**src/rtl/cam_pkg.sv**
```systemverilog
// cam_pkg: shared FSM encoding, pixel width helper and default sensor geometry
package cam_pkg;
   typedef enum logic [1:0] {
      ST_IDLE       = 2'd0,
      ST_WAIT_SOF   = 2'd1,
      ST_CAPTURE    = 2'd2,
      ST_FRAME_DONE = 2'd3
   } cam_state_t;
   localparam int OV7670_WIDTH  = 640;
   localparam int OV7670_HEIGHT = 480;
   function automatic int pix_w(input int data_w, input int bpp);
      return data_w * bpp;
   endfunction
endpackage

```
**src/rtl/cam_bus_sync.sv**
```systemverilog
// cam_bus_sync: brings the asynchronous DVP bus into the pixel clock domain as level and edge strobes
module cam_bus_sync #(
   parameter int DATA_W = 8
) (
   input  logic              clk_i,
   input  logic              rst_n_i,
   input  logic              pclk_i,
   input  logic              vsync_i,
   input  logic              href_i,
   input  logic [DATA_W-1:0] data_i,
   output logic [DATA_W-1:0] data_o,
   output logic              href_o,
   output logic              pclk_rise_o,
   output logic              href_rise_o,
   output logic              href_fall_o,
   output logic              vsync_rise_o,
   output logic              vsync_fall_o
);
   logic [2:0]        s1_q, s2_q;
   logic [DATA_W-1:0] data_q;
   // two-flop synchronisers for {pclk, vsync, href}; data sampled beside the first stage so it lines up with pclk_rise
   always_ff @(posedge clk_i) begin
      if (!rst_n_i) begin
         s1_q   <= '0;
         s2_q   <= '0;
         data_q <= '0;
      end else begin
         s1_q   <= {pclk_i, vsync_i, href_i};
         s2_q   <= s1_q;
         data_q <= data_i;
      end
   end
   // edges seen between the two stages, one cycle wide
   always_comb begin
      data_o       = data_q;
      href_o       = s1_q[0];
      pclk_rise_o  = s1_q[2] & ~s2_q[2];
      vsync_rise_o = s1_q[1] & ~s2_q[1];
      vsync_fall_o = ~s1_q[1] & s2_q[1];
      href_rise_o  = s1_q[0] & ~s2_q[0];
      href_fall_o  = ~s1_q[0] & s2_q[0];
   end
endmodule

```
**src/rtl/cam_capture_stream.sv**
```systemverilog
// cam_capture_stream: DVP camera bus to AXI-Stream-like pixel stream with framing, coordinates and geometry checks
module cam_capture_stream
   import cam_pkg::*;
#(
   parameter int DATA_W            = 8,
   parameter int BYTES_PER_PIXEL   = 2,
   parameter int CNT_W             = 12,
   parameter bit VSYNC_ACTIVE_HIGH = 1'b1
) (
   input  logic                              pix_clk_i,
   input  logic                              rst_n_i,
   input  logic                              enable_i,
   input  logic                              continuous_i,
   input  logic [CNT_W-1:0]                  cfg_width_i,
   input  logic [CNT_W-1:0]                  cfg_height_i,
   input  logic                              err_clear_i,
   input  logic                              cam_pclk_i,
   input  logic                              cam_vsync_i,
   input  logic                              cam_href_i,
   input  logic [DATA_W-1:0]                 cam_data_i,
   output logic [DATA_W*BYTES_PER_PIXEL-1:0] pixel_out_o,
   output logic                              pixel_valid_o,
   output logic                              frame_start_o,
   output logic                              line_end_o,
   output logic [CNT_W-1:0]                  pixel_x_o,
   output logic [CNT_W-1:0]                  pixel_y_o,
   output logic                              frame_end_o,
   output logic                              capturing_o,
   output logic [15:0]                       frame_count_o,
   output logic                              err_line_len_o,
   output logic                              err_line_cnt_o
);
   localparam int         PIX_W   = pix_w(DATA_W, BYTES_PER_PIXEL);
   localparam logic [1:0] PH_LAST = 2'(BYTES_PER_PIXEL - 1);
   cam_state_t        state_q, state_d;
   logic              pclk_rise, href_lvl, href_rise, href_fall, vs_rise, vs_fall;
   logic [DATA_W-1:0] cam_byte;
   logic [1:0]        phase_q, phase_d, cur_ph;
   logic [PIX_W-1:0]  word_q, word_d, hold_q, hold_d;
   logic              hold_vld_q, hold_vld_d, first_q, first_d;
   logic [CNT_W-1:0]  x_q, x_d, y_q, y_d;
   logic              fsync_edge, start_frame, in_cap, cap, done_pix, flush, line_cut;
   logic              emit, emit_last, len_err, cnt_err;

   cam_bus_sync #(.DATA_W(DATA_W)) u_sync (
      .clk_i        (pix_clk_i),
      .rst_n_i      (rst_n_i),
      .pclk_i       (cam_pclk_i),
      .vsync_i      (cam_vsync_i),
      .href_i       (cam_href_i),
      .data_i       (cam_data_i),
      .data_o       (cam_byte),
      .href_o       (href_lvl),
      .pclk_rise_o  (pclk_rise),
      .href_rise_o  (href_rise),
      .href_fall_o  (href_fall),
      .vsync_rise_o (vs_rise),
      .vsync_fall_o (vs_fall)
   );

   assign fsync_edge = VSYNC_ACTIVE_HIGH ? vs_rise : vs_fall;

   // frame state register
   always_ff @(posedge pix_clk_i) begin
      if (!rst_n_i) state_q <= ST_IDLE;
      else          state_q <= state_d;
   end

   // frame sequencing; enable only matters outside an accepted frame
   always_comb begin
      state_d = (state_q == ST_IDLE)     ? (enable_i ? ST_WAIT_SOF : ST_IDLE) :
                (state_q == ST_WAIT_SOF) ? (!enable_i ? ST_IDLE : fsync_edge ? ST_CAPTURE : ST_WAIT_SOF) :
                (state_q == ST_CAPTURE)  ? (fsync_edge ? ST_FRAME_DONE : ST_CAPTURE) :
                (continuous_i && enable_i) ? ST_CAPTURE : ST_IDLE;
   end

   // state-derived outputs and the frame-accept strobe
   always_comb begin
      capturing_o = (state_q == ST_CAPTURE) || (state_q == ST_FRAME_DONE);
      frame_end_o = (state_q == ST_FRAME_DONE);
      start_frame = (state_q != ST_CAPTURE) && (state_d == ST_CAPTURE);
   end

   // byte packing into a one-deep hold so the last pixel of a line can be tagged once href drops
   always_comb begin
      in_cap     = (state_q == ST_CAPTURE);
      cap        = in_cap && pclk_rise && href_lvl;
      cur_ph     = href_rise ? 2'd0 : phase_q;
      word_d     = cap ? PIX_W'({word_q, cam_byte}) : word_q;
      done_pix   = cap && (cur_ph == PH_LAST);
      flush      = in_cap && fsync_edge && (href_lvl || hold_vld_q);
      line_cut   = in_cap && href_fall;
      emit_last  = flush || line_cut;
      emit       = hold_vld_q && (emit_last || done_pix);
      phase_d    = (done_pix || href_fall || fsync_edge) ? 2'd0 : cap ? cur_ph + 2'd1 : cur_ph;
      hold_d     = done_pix ? word_d : hold_q;
      hold_vld_d = emit_last ? 1'b0 : done_pix ? 1'b1 : hold_vld_q;
      x_d        = start_frame ? '0 : emit ? (emit_last ? '0 : x_q + CNT_W'(1)) : x_q;
      y_d        = start_frame ? '0 : (emit && emit_last) ? y_q + CNT_W'(1) : y_q;
      first_d    = start_frame ? 1'b1 : emit ? 1'b0 : first_q;
      len_err    = (emit && emit_last && (x_q + CNT_W'(1) != cfg_width_i)) || flush ||
                   (line_cut && (phase_q != 2'd0));
      cnt_err    = frame_end_o && (y_q != cfg_height_i);
   end

   // datapath registers, registered stream outputs, frame counter and sticky error flags
   always_ff @(posedge pix_clk_i) begin
      if (!rst_n_i) begin
         phase_q        <= '0;
         word_q         <= '0;
         hold_q         <= '0;
         hold_vld_q     <= 1'b0;
         first_q        <= 1'b0;
         x_q            <= '0;
         y_q            <= '0;
         pixel_out_o    <= '0;
         pixel_valid_o  <= 1'b0;
         frame_start_o  <= 1'b0;
         line_end_o     <= 1'b0;
         pixel_x_o      <= '0;
         pixel_y_o      <= '0;
         frame_count_o  <= '0;
         err_line_len_o <= 1'b0;
         err_line_cnt_o <= 1'b0;
      end else begin
         phase_q        <= phase_d;
         word_q         <= word_d;
         hold_q         <= hold_d;
         hold_vld_q     <= hold_vld_d;
         first_q        <= first_d;
         x_q            <= x_d;
         y_q            <= y_d;
         pixel_valid_o  <= emit;
         frame_start_o  <= emit && first_q;
         line_end_o     <= emit && emit_last;
         if (emit) begin
            pixel_out_o <= hold_q;
            pixel_x_o   <= x_q;
            pixel_y_o   <= y_q;
         end
         if (frame_end_o) frame_count_o <= frame_count_o + 16'd1;
         err_line_len_o <= (err_line_len_o && !err_clear_i) || len_err;
         err_line_cnt_o <= (err_line_cnt_o && !err_clear_i) || cnt_err;
      end
   end
endmodule

```
**config.mk**
```make
export PLATFORM = sky130hd
export DESIGN_NAME = cam_capture_stream
export DESIGN_NICKNAME = d
export VERILOG_FILES = /design/src/rtl/cam_pkg.sv /design/src/rtl/cam_bus_sync.sv /design/src/rtl/cam_capture_stream.sv
export SDC_FILE = /design/constraint.sdc
export NUM_CORES = 1
export LEC_CHECK = 0
export ABC_AREA = 1
export BUFFER_PORTS_ARGS = -buffer_cell sky130_fd_sc_hd__clkbuf_2
export CAP_MARGIN = 30
export CORE_UTILIZATION = 45
export DETAILED_ROUTE_END_ITERATION = 10
export PLACE_DENSITY = 0.67
export SLEW_MARGIN = 30
export SYNTH_ARGS = -nofsm -noshare
export SYNTH_HDL_FRONTEND = slang
export SYNTH_SLANG_ARGS = --single-unit
```
**constraint.sdc**
```tcl
create_clock -name pix_clk_i -period 2.57 [get_ports pix_clk_i]
set_input_delay 0.257 -clock pix_clk_i [delete_from_list [all_inputs] [get_ports pix_clk_i]]
set_output_delay 0.257 -clock pix_clk_i [all_outputs]
set_load 0.01 [all_outputs]
```
==> reports/qor.txt <==
Status - complete, no violations
Worst Setup SP - u_sync.s1_q[0]
Syn nets - 774
Area grow syn2layout - 22.4%
Final hold vios - 0
GRT Overall Usage - 20.4%
Num CTS Buffers - 17
Reg2reg setup slack - 360 ps
Initial DRT Pass Iterations - 5
Relative slew margins - 62.7%
Leak - 2.94 nW
Multi-input gate area - 2390 um2
Setup Viol. Count Final - 0
Antenna-violating nets left - 0
Vias in the first global route - 4650
CORE AREA - 12000 um2
Critical Path Max Stage Delay - 450 ps
CP endpoint kind - flop
Combinational power share - 2.7%
Post-synth EDFFs - 0
Dpl hpwl - 9120 um
Layout cell share with drive strength beyond 1 - 20.0%
Clock root cell - clkbuf_16
Cell Area, Synth - 5550 um2
Setup CP Type - reg -> reg
Die ar. - 12800 um2
DRT iter0 DRCs - 266
Distinct cells, synth - 44
Final worst path period share - 86.2%
Cells after synthesis - 730
Die X - 113 um
Sequential fraction of design power - 41.9%
Clock skew - 6.36 ps
Total Neg Setup Slack - 0 ps
Net Switching - 0.971 mW
Tightest Hold Check Type - in -> reg
Gpl congestion - 0.861
Routed wire length per instance - 13.0 um
DRC Markers - 0
Initial antenna violation count - 0
Final-layout fill cell count - 1128
Detailed-route via count - 4934
Worst r2r src - u_sync.s1_q[0]
Post-Route Utilization - 56.5%
Critical path data arrival time - 2550 ps
IO Port Bufs - 102
Post-CTS Setup Inserts - 0
Seq/Total Area, Yosys - 46.6%
Crit start category - flop
PwrDens - 710 nW/um2
Final layout net count - 867
Ys async rst share - 0%
Worst path buffer plus inverter count - 2
Hold buffers post-CTS - 0
Crit path max fanout - 12
Switching Fraction - 20.1%
Minimum clock period - 2210 ps
Design Power - 4.82 mW
Max VDD drop - 0.410 mV
Avg Cell Area, Syn - 7.60 um2
Hold slack - 31.2 ps
Crit path max-delay cell type - nor2_2
Worst-skew pair later-pin latency - 400 ps
Max-slew violation count - 0
Antenna cells - 0
Pint - 3.85 mW
First-pass GRT wire length - 20900 um
Cell with the most instances after synthesis - nand2_1
Least-Margin Pin Slew - 558 ps
Clock Sinks - 129
Synth top area cells - dfxtp_1, nand2_1, a21oi_1
Max Cap Violations - 0
Htree depth - 4
Vias per std cell - 5.02
Hold Startpoint - cam_data_i[3]
# IOs - 103
CTS resizes - 0
Area share of the largest cell type after synthesis - 46.6%
Final wirelength - 12800 um
CTS clk-pin slew, worst paths - 60 ps
RSZ-0062 raised after global routing - no
Main flop type after synthesis - dfxtp_1
Most frequent cells after synthesis - nand2_1, dfxtp_1, inv_1
GRT Residual Overflow - 0
Row cnt - 40
Warnings from Yosys - 0
Crit-path cells - nand2_1 -> nand2_1 -> inv_1 -> ha_1 -> inv_1 -> nor2_8 -> nand2_2 -> nor2_2 -> nand3_1 -> a21oi_1
Clock share of power - 55.4%
Die height - 113 um
Area occupied by registers - 2580 um2
Cell family with most CP delay - simple AND/OR/NAND/NOR gates
Data required, critical path - 2900 ps
Starting Density - 46.2%
Clock Tree Buf Depth - 2
Largest net degree at the start of global routing - 61
CTS tree - yes
Post-synth top area cell - dfxtp_1
Flops & latches, synth - 129
Achievable Freq - 0.451 GHz
==> tightest hold or removal path, stage by stage <==
cell and delay [ps]:
clkbuf_2 70, nand2_1 40, inv_1 40
==> worst paths after layout <==
path,endpoint,depth (start not counted)
min,u_sync.data_o[3],3
max reg2reg,x_q[7],10
max,x_q[7],10
min reg2reg,u_sync.s2_q[1],2
==> power by group through the flow <==
stage | clock network, mW | registers (mW) | logic [mW]
floorplan | 0 | 2.06 | 0.0734
CTS | 2.70 | 2.02 | 0.130
finish | 2.67 | 2.02 | 0.128
global placement | 0 | 2.06 | 0.126
global route | 2.79 | 2.02 | 0.144
detailed placement | 0 | 2.06 | 0.129
==> cell families (layout without fill, tap and decap cells) <==
kind of cell,after synthesis,in the layout,synth area share (%)
and+or+nand+nor,279,279,23.0
AOI/OAI and AO/OA,163,163,16.1
buffers and inverters,135,241,10.2
DFF,129,129,46.6
xor gates and xnor gates,20,20,3.16
adders and majority gates,4,4,0.903
==> metrics by stage <==
step           setup WS (ps)  instances  cell area, um2
2_1_floorplan            784        730            5550
3_3_place_gp             500        951            6130
3_5_place_dp             371        951            6130
4_1_cts                  340        983            6790
5_1_grt                  160        983            6790
6_report                 355        983            6790
==> area by class of cell <==
type	instances	area share, %
inverters	100	5.55
clock buffers	20	6.73
multi-input cells	466	35.3
repair buffers	109	8.66
flip-flops and latches	129	38.0
clock inverters	12	3.02
well taps	147	2.71
==> registers in the layout, summed over array words and instances, names as in the netlist <==
register	count
x_q	12
line_end_o	1
frame_count_o	16
word_q	8
hold_vld_q	1
u_sync.s2_q	3
u_sync.data_o	8
state_q	2
u_sync.s1_q	3
pixel_valid_o	1
pixel_x_o	12
pixel_y_o	12
err_line_cnt_o	1
y_q	12
hold_q	16
frame_start_o	1
err_line_len_o	1
pixel_out_o	16
phase_q	2
first_q	1
==> metal layers <==
layer	vias up	GRT usage (%)	wire, um
li1	2543	-	-
met1	2218	25.1	5880
met3	17	4.39	607
met2	156	34.7	6080
met5	-	0	0
met4	0	8.68	210
==> cell usage in the layout, fill, tap and decap left out, types with 5 or more instances in the layout <==
cell type / instances
a221oi_1: 8
nand3_1: 35
o21ai_0: 55
bufinv_16: 5
nand4_1: 10
xnor2_1: 14
clkbuf_16: 17
dfxtp_1: 129
nand2_2: 5
clkbuf_2: 102
nand2_1: 137
nor2_2: 7
nor3_1: 5
inv_1: 95
a211oi_1: 8
nor2_1: 61
xor2_1: 6
buf_4: 5
a21oi_1: 80
Note: power is estimated with default switching activity, not from simulation.
